### src/rtl/mcu_port_pkg.sv
// Shared constants and helpers for the MCU serial-port FIFO block.
package mcu_port_pkg;

  localparam logic [7:0] PORT_TYPE_SERIAL = 8'd0;

  // Bit offsets of each byte inside the 32-bit port status word
  localparam int unsigned ST_BR_LO  = 24;
  localparam int unsigned ST_BR_MID = 16;
  localparam int unsigned ST_BR_HI  = 8;
  localparam int unsigned ST_FMT    = 0;

  localparam int unsigned STATUS_W  = 32;

  typedef enum logic [1:0] {
    PARITY_NONE = 2'd0,
    PARITY_ODD  = 2'd1,
    PARITY_EVEN = 2'd2
  } parity_e;

  // Clamp a count of up to 9 bits to an 8-bit field
  function automatic logic [7:0] sat_u8(input logic [8:0] val);
    return val[8] ? 8'hFF : val[7:0];
  endfunction

  // Byte-swapped bitrate followed by the format byte
  function automatic logic [STATUS_W-1:0] pack_status(input logic [23:0] bitrate,
                                                      input logic [7:0]  format);
    logic [STATUS_W-1:0] word;
    word = '0;
    word[ST_BR_LO  +: 8] = bitrate[7:0];
    word[ST_BR_MID +: 8] = bitrate[15:8];
    word[ST_BR_HI  +: 8] = bitrate[23:16];
    word[ST_FMT    +: 8] = format;
    return word;
  endfunction

endpackage

### src/rtl/mcu_port_fifo_sync_fifo.sv
// First-word-fall-through synchronous FIFO with distributed-RAM storage.
module sync_fifo #(
  parameter int unsigned WIDTH      = 8,
  parameter int unsigned DEPTH_LOG2 = 4
) (
  input  logic                  clk,
  input  logic                  reset,
  input  logic                  clr,
  input  logic                  push,
  input  logic [WIDTH-1:0]      din,
  input  logic                  pop,
  output logic [WIDTH-1:0]      dout,
  output logic [DEPTH_LOG2:0]   count,
  output logic                  full,
  output logic                  empty
);

  localparam int unsigned AW    = DEPTH_LOG2;
  localparam int unsigned CW    = DEPTH_LOG2 + 1;
  localparam int unsigned DEPTH = 1 << DEPTH_LOG2;

  logic [WIDTH-1:0] mem [DEPTH];
  logic [AW-1:0]    wptr;
  logic [AW-1:0]    rptr;
  logic             pop_eff;
  logic             push_eff;
  logic             wipe;

  assign wipe     = reset || clr;
  assign empty    = (count == '0);
  assign full     = (count == CW'(DEPTH));
  // Pop on empty is ignored; a push on full is accepted only alongside a real pop
  assign pop_eff  = pop && !empty;
  assign push_eff = push && (!full || pop_eff);
  assign dout     = mem[rptr];

  // Pointer and occupancy tracking
  always_ff @(posedge clk) begin
    if (wipe) begin
      wptr  <= '0;
      rptr  <= '0;
      count <= '0;
    end else begin
      if (push_eff) wptr <= wptr + AW'(1);
      if (pop_eff)  rptr <= rptr + AW'(1);
      case ({push_eff, pop_eff})
        2'b10:   count <= count + CW'(1);
        2'b01:   count <= count - CW'(1);
        default: count <= count;
      endcase
    end
  end

  // Storage write; contents are not reset
  always_ff @(posedge clk) begin
    if (push_eff && !wipe) mem[wptr] <= din;
  end

endmodule

### src/rtl/mcu_port_fifo.sv
// MCU serial-port channel: RX/TX FIFOs, saturated counts, overrun flags and status word.
module mcu_port_fifo
  import mcu_port_pkg::*;
#(
  parameter int unsigned DEPTH_LOG2 = 4
) (
  input  logic        clk,
  input  logic        reset,
  input  logic        flush,
  output logic [7:0]  port_out_available,
  output logic [7:0]  port_out_data,
  input  logic        port_out_strobe,
  output logic [7:0]  port_in_available,
  input  logic [7:0]  port_in_data,
  input  logic        port_in_strobe,
  output logic [31:0] port_status,
  input  logic [23:0] cfg_bitrate,
  input  logic [7:0]  cfg_format,
  input  logic        rx_valid,
  input  logic [7:0]  rx_data,
  output logic        tx_valid,
  output logic [7:0]  tx_data,
  input  logic        tx_ready,
  output logic        rx_overrun,
  output logic        tx_overrun
);

  localparam int unsigned CW    = DEPTH_LOG2 + 1;
  localparam int unsigned DEPTH = 1 << DEPTH_LOG2;

  logic [CW-1:0] rx_count;
  logic [CW-1:0] tx_count;
  logic [CW-1:0] tx_free;
  logic          rx_full;
  logic          rx_empty;
  logic          tx_full;
  logic          tx_empty;
  logic          tx_pop;
  logic          rx_drop;
  logic          tx_drop;

  sync_fifo #(.WIDTH(8), .DEPTH_LOG2(DEPTH_LOG2)) u_rx_fifo (
    .clk   (clk),
    .reset (reset),
    .clr   (flush),
    .push  (rx_valid),
    .din   (rx_data),
    .pop   (port_out_strobe),
    .dout  (port_out_data),
    .count (rx_count),
    .full  (rx_full),
    .empty (rx_empty)
  );

  sync_fifo #(.WIDTH(8), .DEPTH_LOG2(DEPTH_LOG2)) u_tx_fifo (
    .clk   (clk),
    .reset (reset),
    .clr   (flush),
    .push  (port_in_strobe),
    .din   (port_in_data),
    .pop   (tx_pop),
    .dout  (tx_data),
    .count (tx_count),
    .full  (tx_full),
    .empty (tx_empty)
  );

  assign tx_valid = !tx_empty;
  assign tx_pop   = tx_valid && tx_ready;

  // A full FIFO is never empty, so a simultaneous pop always frees a slot
  assign rx_drop  = rx_valid && rx_full && !(port_out_strobe && !rx_empty);
  assign tx_drop  = port_in_strobe && tx_full && !tx_pop;

  assign tx_free            = CW'(DEPTH) - tx_count;
  assign port_out_available = sat_u8(9'(rx_count));
  assign port_in_available  = sat_u8(9'(tx_free));

  // Sticky overrun flags, cleared by reset or flush
  always_ff @(posedge clk) begin
    if (reset || flush) begin
      rx_overrun <= 1'b0;
      tx_overrun <= 1'b0;
    end else begin
      if (rx_drop) rx_overrun <= 1'b1;
      if (tx_drop) tx_overrun <= 1'b1;
    end
  end

  // Registered status word mirroring the UART configuration
  always_ff @(posedge clk) begin
    if (reset) port_status <= '0;
    else       port_status <= pack_status(cfg_bitrate, cfg_format);
  end

endmodule

### config.mk
export PLATFORM = sky130hd
export DESIGN_NAME = mcu_port_fifo
export DESIGN_NICKNAME = d
export VERILOG_FILES = /design/src/rtl/mcu_port_pkg.sv /design/src/rtl/mcu_port_fifo_sync_fifo.sv /design/src/rtl/mcu_port_fifo.sv
export SDC_FILE = /design/constraint.sdc
export NUM_CORES = 1
export LEC_CHECK = 0
export CORE_MARGIN = 3
export CORE_UTILIZATION = 30
export DETAILED_ROUTE_END_ITERATION = 10
export GPL_TIMING_DRIVEN = 0
export PLACE_DENSITY_LB_ADDON = 0.08
export SLEW_MARGIN = 0
export SYNTH_ARGS = -nofsm -noshare
export SYNTH_HDL_FRONTEND = slang
export SYNTH_SLANG_ARGS = --single-unit
### constraint.sdc
create_clock -name clk -period 6.1 [get_ports clk]
set_clock_uncertainty 0.05 [all_clocks]
set_input_delay 1.22 -clock clk [delete_from_list [all_inputs] [get_ports clk]]
set_output_delay 1.22 -clock clk [all_outputs]
set_load 0.01 [all_outputs]
# Word-level counts from Yosys, hierarchy flattened
# Memories as Yosys holds them, arrays and structs flattened. A register that Yosys moved wholly into a read port is not among the register bits.
# Index checks and enable logic that the tools add are counted.
# W data, S select, Z words.
dict set report word_totals {
  reg_bits 60
  ram_bits 256
  input_bits 55
  out_inout_bits 67
  word_cells 61
  memories 2
}
# memory depth width rd rd_ports_with_merged_regs wr line_no
set mem_list {}
lappend mem_list {u_rx_fifo.mem 16 8 1 1 1 mcu_port_fifo_sync_fifo.sv:22} ;# logic [WIDTH-1:0] mem [DEPTH];
lappend mem_list {u_tx_fifo.mem 16 8 1 1 1 mcu_port_fifo_sync_fifo.sv:22}
dict set report op_classes {
  addsub 9
  n_eq_ne 6
  n_mux 10
  n_reduce_logical 25
}
# op count
set ops {}
lappend ops {{$pmux W5 S2} 2}
lappend ops {{$add A4 B1 Y4 const B} 4}
lappend ops {{$mux W4} 4}
lappend ops {{$logic_and A1 B1 Y1} 11}
lappend ops {{$add A5 B1 Y5 const B} 2}
lappend ops {{$eq A5 B5 Y1 const B} 2}
lappend ops {{$logic_not A5 Y1} 2}
lappend ops {{$sub A5 B1 Y5 const B} 2}
lappend ops {{$logic_not A1 Y1} 7}
lappend ops {{$sub A5 B5 Y5 const A} 1}
lappend ops {{$eq A2 B1 Y1 const B} 2}
lappend ops {{$eq A2 B2 Y1 const B} 2}
lappend ops {{$mux W1} 4}
lappend ops {{$reduce_bool A2 Y1} 2}
lappend ops {{$logic_or A1 B1 Y1} 3}

# Logic depth before layout (Yosys ltp)
# Gate-level depths: netlist of run 1.
dict set report logic_depth {
  ltp_word 9
  mapped_depth 13
  ltp_nobuf 12
}

# Hierarchy
# Synthesis of run 1 repeated with hierarchy kept, for this count alone.
dict set report hier_totals {
  hier_cells 755
  hier_area_um2 12806.0
}
# module n_inst cells_per_inst area_each_um2 seq_area_each_um2
set modules_own_cells {}
lappend modules_own_cells {sync_fifo 2 331 5866.9 4184.0}
lappend modules_own_cells {mcu_port_fifo 1 93 1072.3 680.7}

# Worst setup path after synthesis of run 1
# Ideal clock, no wire load.
dict set report synth_path {
  path_type {input to register}
  from {in tx_ready}
  to {mem u_tx_fifo.mem[2][0] (enable)}
  setup_time_ps 383
  t_arrival_ps 2683
  required_ps 5667
  slack_ps 2984
  stages 6
  n_path_buf 1
  cell_sequence {nand2b_1 > clkbuf_1 > a21boi_1 > and2_1 > nand2_1 > nor3_1}
}
dict set report synth_via {
  elab_chain_len 7
}
# element line_no
set synth_lines {}
lappend synth_lines {{start, declared} mcu_port_fifo.sv:23} ;# input logic tx_ready,
lappend synth_lines {{$logic_and A1 B1 Y1} mcu_port_fifo.sv:69} ;# assign tx_pop = tx_valid && tx_ready;
lappend synth_lines {{$logic_and A1 B1 Y1} mcu_port_fifo_sync_fifo.sv:33} ;# assign pop_eff = pop && !empty;
lappend synth_lines {{$logic_or A1 B1 Y1} mcu_port_fifo_sync_fifo.sv:34} ;# assign push_eff = push && (!full || pop_eff);
lappend synth_lines {{$logic_and A1 B1 Y1} mcu_port_fifo_sync_fifo.sv:34}
lappend synth_lines {{$logic_and A1 B1 Y1} mcu_port_fifo_sync_fifo.sv:56} ;# if (push_eff && !wipe) mem[wptr] <= din;
lappend synth_lines {{$mux W1} mcu_port_fifo_sync_fifo.sv:56}
lappend synth_lines {{$mux W1 (implied by the code)} mcu_port_fifo_sync_fifo.sv:56}
lappend synth_lines {{end, declared} mcu_port_fifo_sync_fifo.sv:22}
# No other way between the ends.

==> results.py, run 1 <==
metrics = {
    "global_route": {
        "grtUsageTotal_pct": 12.86,
        "antenna_found_initial": 0,
        "grt_pass1_vias": 7008,
        "grt_pass1_wl_mm": 42.17,
        "grt_overflow": 0,
        "grt_max_degree": 17,
    },
    "route": {
        "antenna_left": 0,
        "drt_pass1_iterations": 4,
        "wl_per_cell_um": 20.16,
        "vias": 6290,
        "drtIter0Drc": 358,
        "drc_errors": 0,
        "wirelength_mm": 27.76,
        "via_per_inst": 4.568,
    },
    "logic_synthesis": {
        "yosys.area.top_type": "edfxtp_1",
        "synth-seq-cells": 324,
        "synth_most_common_cell": "edfxtp_1",
        "synthesis.area_um2": 12450,
        "synthTopCellsByArea": "edfxtp_1 62%, mux4_2 14%, dfxtp_1 11%",
        "syn_area_per_cell_um2": 18.84,
        "netlist.area_leader.share_pct": 61.74,
        "synth_common_cells": "256 x edfxtp_1, 80 x mux4_2, 68 x dfxtp_1, 46 x nor2_1, 34 x nor2b_1",
        "synth_seq_area_share_pct": 72.67,
        "ys_warn_count": 0,
        "synthCells": 661,
        "synth_xor_area_share_pct": 1.547,
        "synth_compound_area_share_pct": 1.608,
        "synth-edff-count": 256,
        "synth_cell_types": 47,
        "synth_top_family_by_area": "multiplexers",
        "ys_async_sr_fraction_pct": 0,
        "synth-simple-area-share_pct": 5.898,
        "synth_mux_area_share_pct": 14.71,
        "ys.flop_type": "edfxtp_1",
        "yosys.area_share.adder_pct": 1.608,
    },
    "clock_network": {
        "clk_pin_slew_ns": 0.06,
        "htreeDepth": 2,
        "hold_buffers": 0,
        "post_cts_buffers": 0,
        "cts_tree": "built",
        "cts_resized": 0,
        "clock-root-buffer": "clkbuf_16",
        "cts_buffers": 36,
        "cts_sinks": 324,
        "clk_path_buf_depth": 3,
        "clk_latency_ns": 0.53,
    },
    "sta": {
        "finalSetupViolations": 0,
        "timing.final.crit_share_pct": 73.95,
        "hold_viol_final": 0,
        "slew_headroom_pct": 14.91,
        "post-route-min-period_ns": 4.511,
        "setup_slack_ns": 1.589,
        "grt_setup_unrepaired": "false",
        "finalMaxSlewViolations": 0,
        "worstMarginPinSlew_ns": 1.267,
        "max_clock_freq_mhz": 221.7,
        "fin_tns_setup_ns": 0,
    },
    "worst_setup_path": {
        "cp_common_cell": "mux4_2",
        "worstPathRequired_ns": 4.83,
        "worstSetupPathType": "reg2out",
        "crit_path_top_delay_cell": "mux4_2",
        "crit_path_max_fanout": 10,
        "start_kind": "register",
        "path_cells": "clkbuf_1 -> buf_2 -> mux4_2 -> mux4_2 -> clkdlybuf4s50_1",
        "end_kind": "primary output",
        "arrival_ns": 3.24,
        "slowest_delay_ns": 0.63,
    },
    "layout": {
        "syn_to_final_growth_pct": 23.67,
        "n_fill_cell": 3813,
        "stdcell_count": 1377,
        "nets": 890,
        "diodes": 0,
        "drive_above_1_share_pct": 18.11,
    },
    "job": {
        "maxCapViolations": 0,
    },
    "place": {
        "pre_cts_ws_ns": 1.626,
        "dp_hpwl_mm": 19.23,
        "gp_congestion": 0.7429,
        "dp.cells": 1313,
        "port_buffers": 115,
    },
    "pwr": {
        "max-vdd-ir-drop_uv": 140.9,
        "leakagePower_nw": 4.896,
        "power_density_nw_per_um2": 305.1,
    },
    "floorplanning": {
        "die_h_um": 209.7,
        "start_util_pct": 30.43,
        "dieArea_um2": 43990,
        "core-area_um2": 40920,
        "fp.dieW_um": 209.7,
        "ios": 122,
        "num_rows": 74,
    },
    "outcome": {
        "status": "complete, no violations",
    },
    "min_path": {
        "worstHoldPathType": "reg2reg",
    },
}
==> layer usage <==
metal  routed length (um)  GRT usage (%)  vias to the layer above
met5                    0              0                        -
met4                  799          4.781                        0
met3                 1440          3.109                       53
met2                13790          21.37                      147
met1                11730          16.40                     3221
li1                     -              -                     2869
==> cells in the final DEF (no fill, tap or decap), types with 2 or more instances in the layout <==
| cell | synthesis | final |
|---|---|---|
| edfxtp_1 | 256 | 256 |
| nand2b_1 | 3 | 3 |
| bufinv_16 | 0 | 2 |
| clkbuf_1 | 15 | 27 |
| nor3_1 | 9 | 7 |
| nor2b_1 | 34 | 34 |
| or2_2 | 2 | 2 |
| ha_1 | 16 | 16 |
| clkdlybuf4s50_1 | 0 | 115 |
| nor4_1 | 2 | 2 |
| a32oi_1 | 2 | 2 |
| xor2_1 | 9 | 9 |
| dfxtp_1 | 68 | 68 |
| o21a_1 | 3 | 3 |
| nor2_1 | 46 | 46 |
| clkinv_1 | 0 | 6 |
| clkbuf_16 | 0 | 36 |
| mux4_2 | 80 | 80 |
| and2_1 | 18 | 18 |
| nor3b_1 | 3 | 3 |
| a21oi_1 | 7 | 7 |
| mux2i_1 | 3 | 3 |
| buf_4 | 8 | 8 |
| buf_1 | 5 | 5 |
| clkbuf_2 | 0 | 2 |
| nand4_1 | 3 | 3 |
| buf_2 | 6 | 6 |
| inv_1 | 14 | 14 |
| conb_1 | 1 | 6 |
| a211oi_1 | 2 | 2 |
| or3_1 | 2 | 2 |
| buf_6 | 2 | 2 |
| xnor2_1 | 13 | 13 |
| nand2_1 | 11 | 11 |
| clkinv_2 | 0 | 2 |
| nor3_2 | 1 | 3 |
==> worst max-delay path: cells and delay by family (launching register included) <==
family                 cells  cell delay, ns
flip-flops                 1            0.31
multiplexers               2            1.12
buffers and inverters      3            1.27
==> cells by family after synthesis <==
| family | Yosys count |
|---|---|
| adders and majority gates | 16 |
| buffers and inverters | 50 |
| other | 1 |
| muxes | 83 |
| and+or+nand+nor | 139 |
| AOI/OAI and AO/OA | 26 |
| DFF | 324 |
| xor gates and xnor gates | 22 |
==> per-stage QoR <==
step           total power [mW]  hold WS, ns  instance area, um2  util, %
6_report                  4.699       0.4310               15400    37.63
5_1_grt                   4.887       0.4660               15400    37.63
4_1_cts                   4.775       0.4330               15390    37.61
3_5_place_dp              2.712       0.4080               14290    34.91
3_3_place_gp              2.705       0.4215               14290    34.91
2_1_floorplan             2.573       0.4091               12470        -
==> state kept, by name, summed over array words and instances (netlist names), 5 cells and up, named ones only <==
| name | cells |
|---|---|
| port_status | 32 |
| u_tx_fifo.mem | 128 |
| u_rx_fifo.count | 5 |
| u_rx_fifo.mem | 128 |
| u_tx_fifo.count | 5 |
==> final cells by class <==
class                      count  area, um2  area share (%)
clock buffer                  50      955.9           6.207
multi-input combinational    292       3192           20.73
inverter                      14      52.55          0.3412
timing repair buffer         115       1151           7.475
clock inverter                14      146.4          0.9506
tap                          532      665.6           4.322
sequential                   324       9049           58.76
buffer                        36      187.7           1.219
==> path summary, 6_finish.rpt <==
check	start	end	slack, ns	cells past startpoint
min reg2reg	rx_overrun	rx_overrun	0.43	1
min	rx_overrun	rx_overrun	0.43	1
max reg2reg	u_tx_fifo.count[0]	u_tx_fifo.mem[3][6]	2.26	10
max	register	tx_data[1]	1.59	5
==> where the power goes <==
| group | switching (mW) | total [mW] | leakage, nW | internal, mW |
|---|---|---|---|---|
| clock | 0.848 | 2.04 | 0.537 | 1.19 |
| combinational | 0.120 | 0.249 | 1.50 | 0.129 |
| sequential | 0.0103 | 2.41 | 2.86 | 2.40 |
| total | 0.978 | 4.70 | 4.90 | 3.72 |
(Power assumes the default switching activity.)
==> run 2: changes to the inputs <==
==> constraint.sdc (replaced) <==
create_clock -name clk -period 4.1 [get_ports clk]
set_clock_uncertainty 0.05 [all_clocks]
set_input_delay 0.82 -clock clk [delete_from_list [all_inputs] [get_ports clk]]
set_output_delay 0.82 -clock clk [all_outputs]
set_load 0.01 [all_outputs]
==> run 2 against run 1 <==
Compared with the run above:
- total power rose by 49%
- combinational power is 49% higher
- non-clock buffer count decreased by 1
- hold slack about the same
- final cell count barely moved
- setup slack worse by 1.4 ns
- die area unchanged
- largest power group unchanged
==> results.py, run 2 (synthesized netlist as in run 1, its figures left out) <==
metrics = {
    "clock_network": {
        "cts_sinks": 324,
        "clk_pin_slew_ns": 0.06,
        "clock-root-buffer": "clkbuf_16",
        "hold_buffers": 0,
        "cts_resized": 6,
        "clk_latency_ns": 0.54,
        "cts_buffers": 36,
        "htreeDepth": 2,
        "post_cts_buffers": 0,
        "cts_tree": "built",
        "clk_path_buf_depth": 3,
    },
    "pwr": {
        "switching_power_mw": 1.457,
        "max-vdd-ir-drop_uv": 206.7,
        "p_int_mw": 5.537,
        "p_seq_share_pct": 51.3,
        "power_density_nw_per_um2": 453.6,
        "finalPower_mw": 6.995,
        "leakagePower_nw": 4.905,
        "clkPwrFrac_pct": 43.4,
        "switching_share_pct": 20.83,
        "pwr-share-comb_pct": 5.3,
    },
    "min_path": {
        "min_from": "rx_overrun",
        "worstHoldPathType": "reg2reg",
    },
    "place": {
        "port_buffers": 115,
        "dp_hpwl_mm": 19.23,
        "gp_congestion": 0.7429,
        "place_area_um2": 14290,
    },
    "worst_setup_path": {
        "worstPathRequired_ns": 3.23,
        "worstSetupPathType": "reg2out",
        "crit_path_max_fanout": 10,
        "end_kind": "primary output",
        "arrival_ns": 3.05,
        "start_kind": "register",
        "regToRegStartpoint": "u_tx_fifo.count[0]",
    },
    "global_route": {
        "grt_overflow": 0,
        "grt_pass1_vias": 7011,
        "grt_max_degree": 17,
        "antenna_found_initial": 0,
        "grtUsageTotal_pct": 12.86,
        "grt_pass1_wl_mm": 42.17,
    },
    "route": {
        "via_per_inst": 4.582,
        "wirelength_mm": 27.75,
        "vias": 6305,
        "drc_errors": 0,
        "wl_per_cell_um": 20.17,
        "drtIter0Drc": 365,
        "drt_pass1_iterations": 5,
        "antenna_left": 0,
    },
    "floorplanning": {
        "core-area_um2": 40920,
        "fp.dieW_um": 209.7,
        "die_h_um": 209.7,
        "num_rows": 74,
        "dieArea_um2": 43990,
        "ios": 122,
        "start_util_pct": 30.43,
    },
    "sta": {
        "hold_viol_final": 0,
        "worstMarginPinSlew_ns": 0.8471,
        "max_clock_freq_mhz": 255.4,
        "holdWs_ns": 0.4310,
        "finalMaxSlewViolations": 0,
        "slew_headroom_pct": 43.32,
        "timing.final.crit_share_pct": 95.49,
        "finalSetupViolations": 0,
        "post-route-min-period_ns": 3.915,
        "fin_tns_setup_ns": 0,
        "grt_setup_unrepaired": "false",
    },
    "layout": {
        "largestRegisters": "u_rx_fifo.mem: 128 flops, u_tx_fifo.mem: 128 flops, port_status: 32 flops",
        "fin_area_um2": 15420,
        "layout_commonest_cell": "edfxtp_1",
        "final_cell_mix": "256 x edfxtp_1, 115 x clkdlybuf4s50_1, 80 x mux4_2, 68 x dfxtp_1, 46 x nor2_1",
        "n_fill_cell": 3812,
        "nets": 889,
        "drive_above_1_share_pct": 18.36,
        "diodes": 0,
        "syn_to_final_growth_pct": 23.84,
    },
    "outcome": {
        "status": "complete, no violations",
    },
    "job": {
        "maxCapViolations": 0,
    },
}
run 2: cell count changes in the layout (fill, tap and decap cells not counted):
cell	delta
buf_2	-6
buf_4	+6
clkbuf_1	-1
nor3_1	-2
nor3_2	+2
run 2: path summary, 6_finish.rpt:
path,to,slack (ns),cells past startpoint
worst max-delay path,port_out_data[5],0.18,5
worst min-delay path,rx_overrun,0.43,1
worst max register to register,u_tx_fifo.mem[13][6],0.55,10
worst min register to register,rx_overrun,0.43,1
run 2: worst max-delay path: stages, from the launching register on:
cell and delay (ns):
dfxtp_1 0.31, clkbuf_1 0.27, buf_4 0.33, mux4_2 0.55, mux4_2 0.53, clkdlybuf4s50_1 0.51
run 2: per-layer routing:
metal  vias up  routed length, um  global-route usage (%)
li1       2868                  -                       -
met1      3228              11770                   16.40
met2       153              13670                   21.37
met3        56               1484                   3.109
met4         0                832                   4.781
met5         -                  0                       0
run 2: metrics by stage:
stage | std cells | util, % | setup slack [ns]
4_1_cts | 1377 | 37.64 | 0.05122
6_report | 1376 | 37.68 | 0.1847
2_1_floorplan | 666 | - | 1.104
3_5_place_dp | 1313 | 34.91 | 0.02610
5_1_grt | 1376 | 37.68 | 0.03691
3_3_place_gp | 1313 | 34.91 | 0.1558
run 2: area by class of cell:
type	instances	area [um2]	area share, %
well taps	532	665.6	4.316
flip-flops and latches	324	9049	58.68
multi-input cells	292	3202	20.76
clock inverters	14	146.4	0.9493
repair buffers	115	1151	7.464
inverters	14	52.55	0.3408
plain buffers	35	198.9	1.290
clock buffers	50	955.9	6.199
run 2: power groups by stage:
stage	registers, mW	logic (mW)	clock network [mW]
after detailed placement	3.66	0.377	0
after CTS	3.59	0.380	3.14
final	3.59	0.371	3.03
after floorplan	3.66	0.163	0
after global placement	3.66	0.369	0
after global routing	3.59	0.404	3.28
==> run 3: changes to the inputs <==
--- a/config.mk
+++ b/config.mk
@@ -5,8 +5,10 @@
 export SDC_FILE = /design/constraint.sdc
 export NUM_CORES = 1
 export LEC_CHECK = 0
+export CELL_PAD_IN_SITES_DETAIL_PLACEMENT = 1
+export CELL_PAD_IN_SITES_GLOBAL_PLACEMENT = 1
 export CORE_MARGIN = 3
-export CORE_UTILIZATION = 30
+export CORE_UTILIZATION = 44
 export DETAILED_ROUTE_END_ITERATION = 10
 export GPL_TIMING_DRIVEN = 0
 export PLACE_DENSITY_LB_ADDON = 0.08
==> run 3 against run 2 <==
Compared with the run above:
- clock-buffer cell count is 2 lower
- critical endpoint is now tx_data[0]
- non-clock buffer count is 3 higher
- die area down 31%
- global-route usage rose by 5.7 points
- design area down 0.79%
- largest cell class unchanged
- wire length down 0.19%
- via count grew 2.4%
==> results.py, run 3 (synthesized netlist as in run 1, its figures left out) <==
metrics = {
    "clock_network": {
        "cts_sinks": 324,
        "clk_path_buf_depth": 3,
        "clock-root-buffer": "clkbuf_16",
        "cts_buffers": 35,
        "clk_latency_ns": 0.51,
        "htreeDepth": 2,
        "cts_tree": "built",
        "clk_pin_slew_ns": 0.06,
        "hold_buffers": 0,
    },
    "route": {
        "drtIter0Drc": 497,
        "antenna_left": 0,
        "via_per_inst": 5.303,
        "wirelength_mm": 27.70,
        "vias": 6459,
        "drc_errors": 0,
        "drt_pass1_iterations": 5,
        "wl_per_cell_um": 22.74,
    },
    "sta": {
        "timing.final.crit_share_pct": 96.29,
        "post-route-min-period_ns": 3.948,
        "worstMarginPinSlew_ns": 1.106,
        "max_clock_freq_mhz": 253.3,
        "finalSetupViolations": 0,
        "grt_setup_unrepaired": "false",
        "hold_viol_final": 0,
        "slew_headroom_pct": 25.99,
        "finalMaxSlewViolations": 0,
        "fin_tns_setup_ns": 0,
    },
    "place": {
        "port_buffers": 115,
        "gp_congestion": 0.7488,
        "dp.cells": 1154,
        "dp_hpwl_mm": 18.99,
    },
    "outcome": {
        "status": "complete, no violations",
    },
    "floorplanning": {
        "num_rows": 60,
        "start_util_pct": 45.44,
        "die_h_um": 174.2,
        "core-area_um2": 27400,
        "fp.dieW_um": 174.2,
        "ios": 122,
        "dieArea_um2": 30350,
    },
    "global_route": {
        "grt_overflow": 0,
        "antenna_found_initial": 0,
        "grtUsageTotal_pct": 18.58,
        "grt_max_degree": 17,
        "grt_pass1_vias": 6973,
        "grt_pass1_wl_mm": 42.72,
    },
    "layout": {
        "drive_above_1_share_pct": 18.56,
        "diodes": 0,
        "syn_to_final_growth_pct": 22.87,
        "layout_commonest_cell": "edfxtp_1",
        "nets": 891,
        "final_cell_mix": "256 x edfxtp_1, 115 x clkdlybuf4s50_1, 80 x mux4_2, 68 x dfxtp_1, 46 x nor2_1",
        "stdcell_count": 1218,
        "utilization_pct": 55.84,
        "n_fill_cell": 2489,
        "largestRegisters": "u_rx_fifo.mem: 128 flops, u_tx_fifo.mem: 128 flops, port_status: 32 flops",
    },
    "worst_setup_path": {
        "end_kind": "primary output",
        "crit_path_max_fanout": 10,
        "worstSetupPathType": "reg2out",
        "regToRegStartpoint": "u_tx_fifo.count[0]",
        "arrival_ns": 3.08,
        "start_kind": "register",
        "worstPathRequired_ns": 3.23,
    },
    "pwr": {
        "finalPower_mw": 7.145,
        "max-vdd-ir-drop_uv": 273.0,
        "power_density_nw_per_um2": 467.0,
        "leakagePower_nw": 4.938,
    },
    "min_path": {
        "min_from": "rx_overrun",
        "worstHoldPathType": "reg2reg",
    },
    "job": {
        "maxCapViolations": 0,
    },
}
## run 3: report_power, final
part | switching [mW] | total (mW) | internal [mW] | leakage [nW]
sequential | 0.0159 | 3.59 | 3.57 | 2.86
clock | 1.21 | 3.18 | 1.97 | 0.571
combinational | 0.180 | 0.374 | 0.194 | 1.51
total | 1.41 | 7.15 | 5.74 | 4.94
## run 3: worst paths after layout
path / cells after the start / slack [ns] / end
min reg2reg: 1 / 0.44 / rx_overrun
max reg2reg: 10 / 0.39 / u_tx_fifo.mem[13][5]
min: 1 / 0.44 / rx_overrun
max: 5 / 0.15 / tx_data[0]
## run 3: area by class of cell
cell class                      instances  area (um2)  share of cell area [%]
Sequential cell                       324        9049                   59.14
Tap cell                              372       465.4                   3.042
Clock buffer                           48       965.9                   6.313
Timing Repair Buffer                  117        1164                   7.606
Inverter                               14       52.55                  0.3435
Clock inverter                         15       209.0                   1.366
Multi-Input combinational cell        292        3192                   20.86
Buffer                                 36       202.7                   1.325
## run 3: worst max-delay path, cell delays in order (launching register included)
cell,delay (ns)
dfxtp_1,0.31
clkbuf_1,0.31
clkbuf_4,0.38
mux4_2,0.56
mux4_2,0.51
clkdlybuf4s50_1,0.50
## run 3: stage by stage
stage          hold WS [ns]  area, um2  setup slack (ns)
4_1_cts              0.4378      15270           0.01865
5_1_grt              0.4769      15300           0.01123
6_report             0.4369      15300            0.1519
3_3_place_gp         0.4039      14090           0.08875
3_5_place_dp         0.4115      14090          -0.09246
2_1_floorplan        0.4091      12470             1.104
## run 3: repair_timing
item                                    4_1_cts  5_1_grt
endpoints found under the setup margin        8       16
gates resized for setup                       1        6
setup buffers                                 0        0
## run 3: per-layer routing
layer / global-route usage [%] / vias to the layer above / part of all wire (%) / wire (um)
li1: - / 2872 / - / -
met3: 3.626 / 43 / 5.6 / 1558
met4: 4.792 / 0 / 1.9 / 538
met2: 29.69 / 188 / 48 / 13310
met5: 0 / - / 0 / 0
met1: 26.50 / 3356 / 44 / 12290
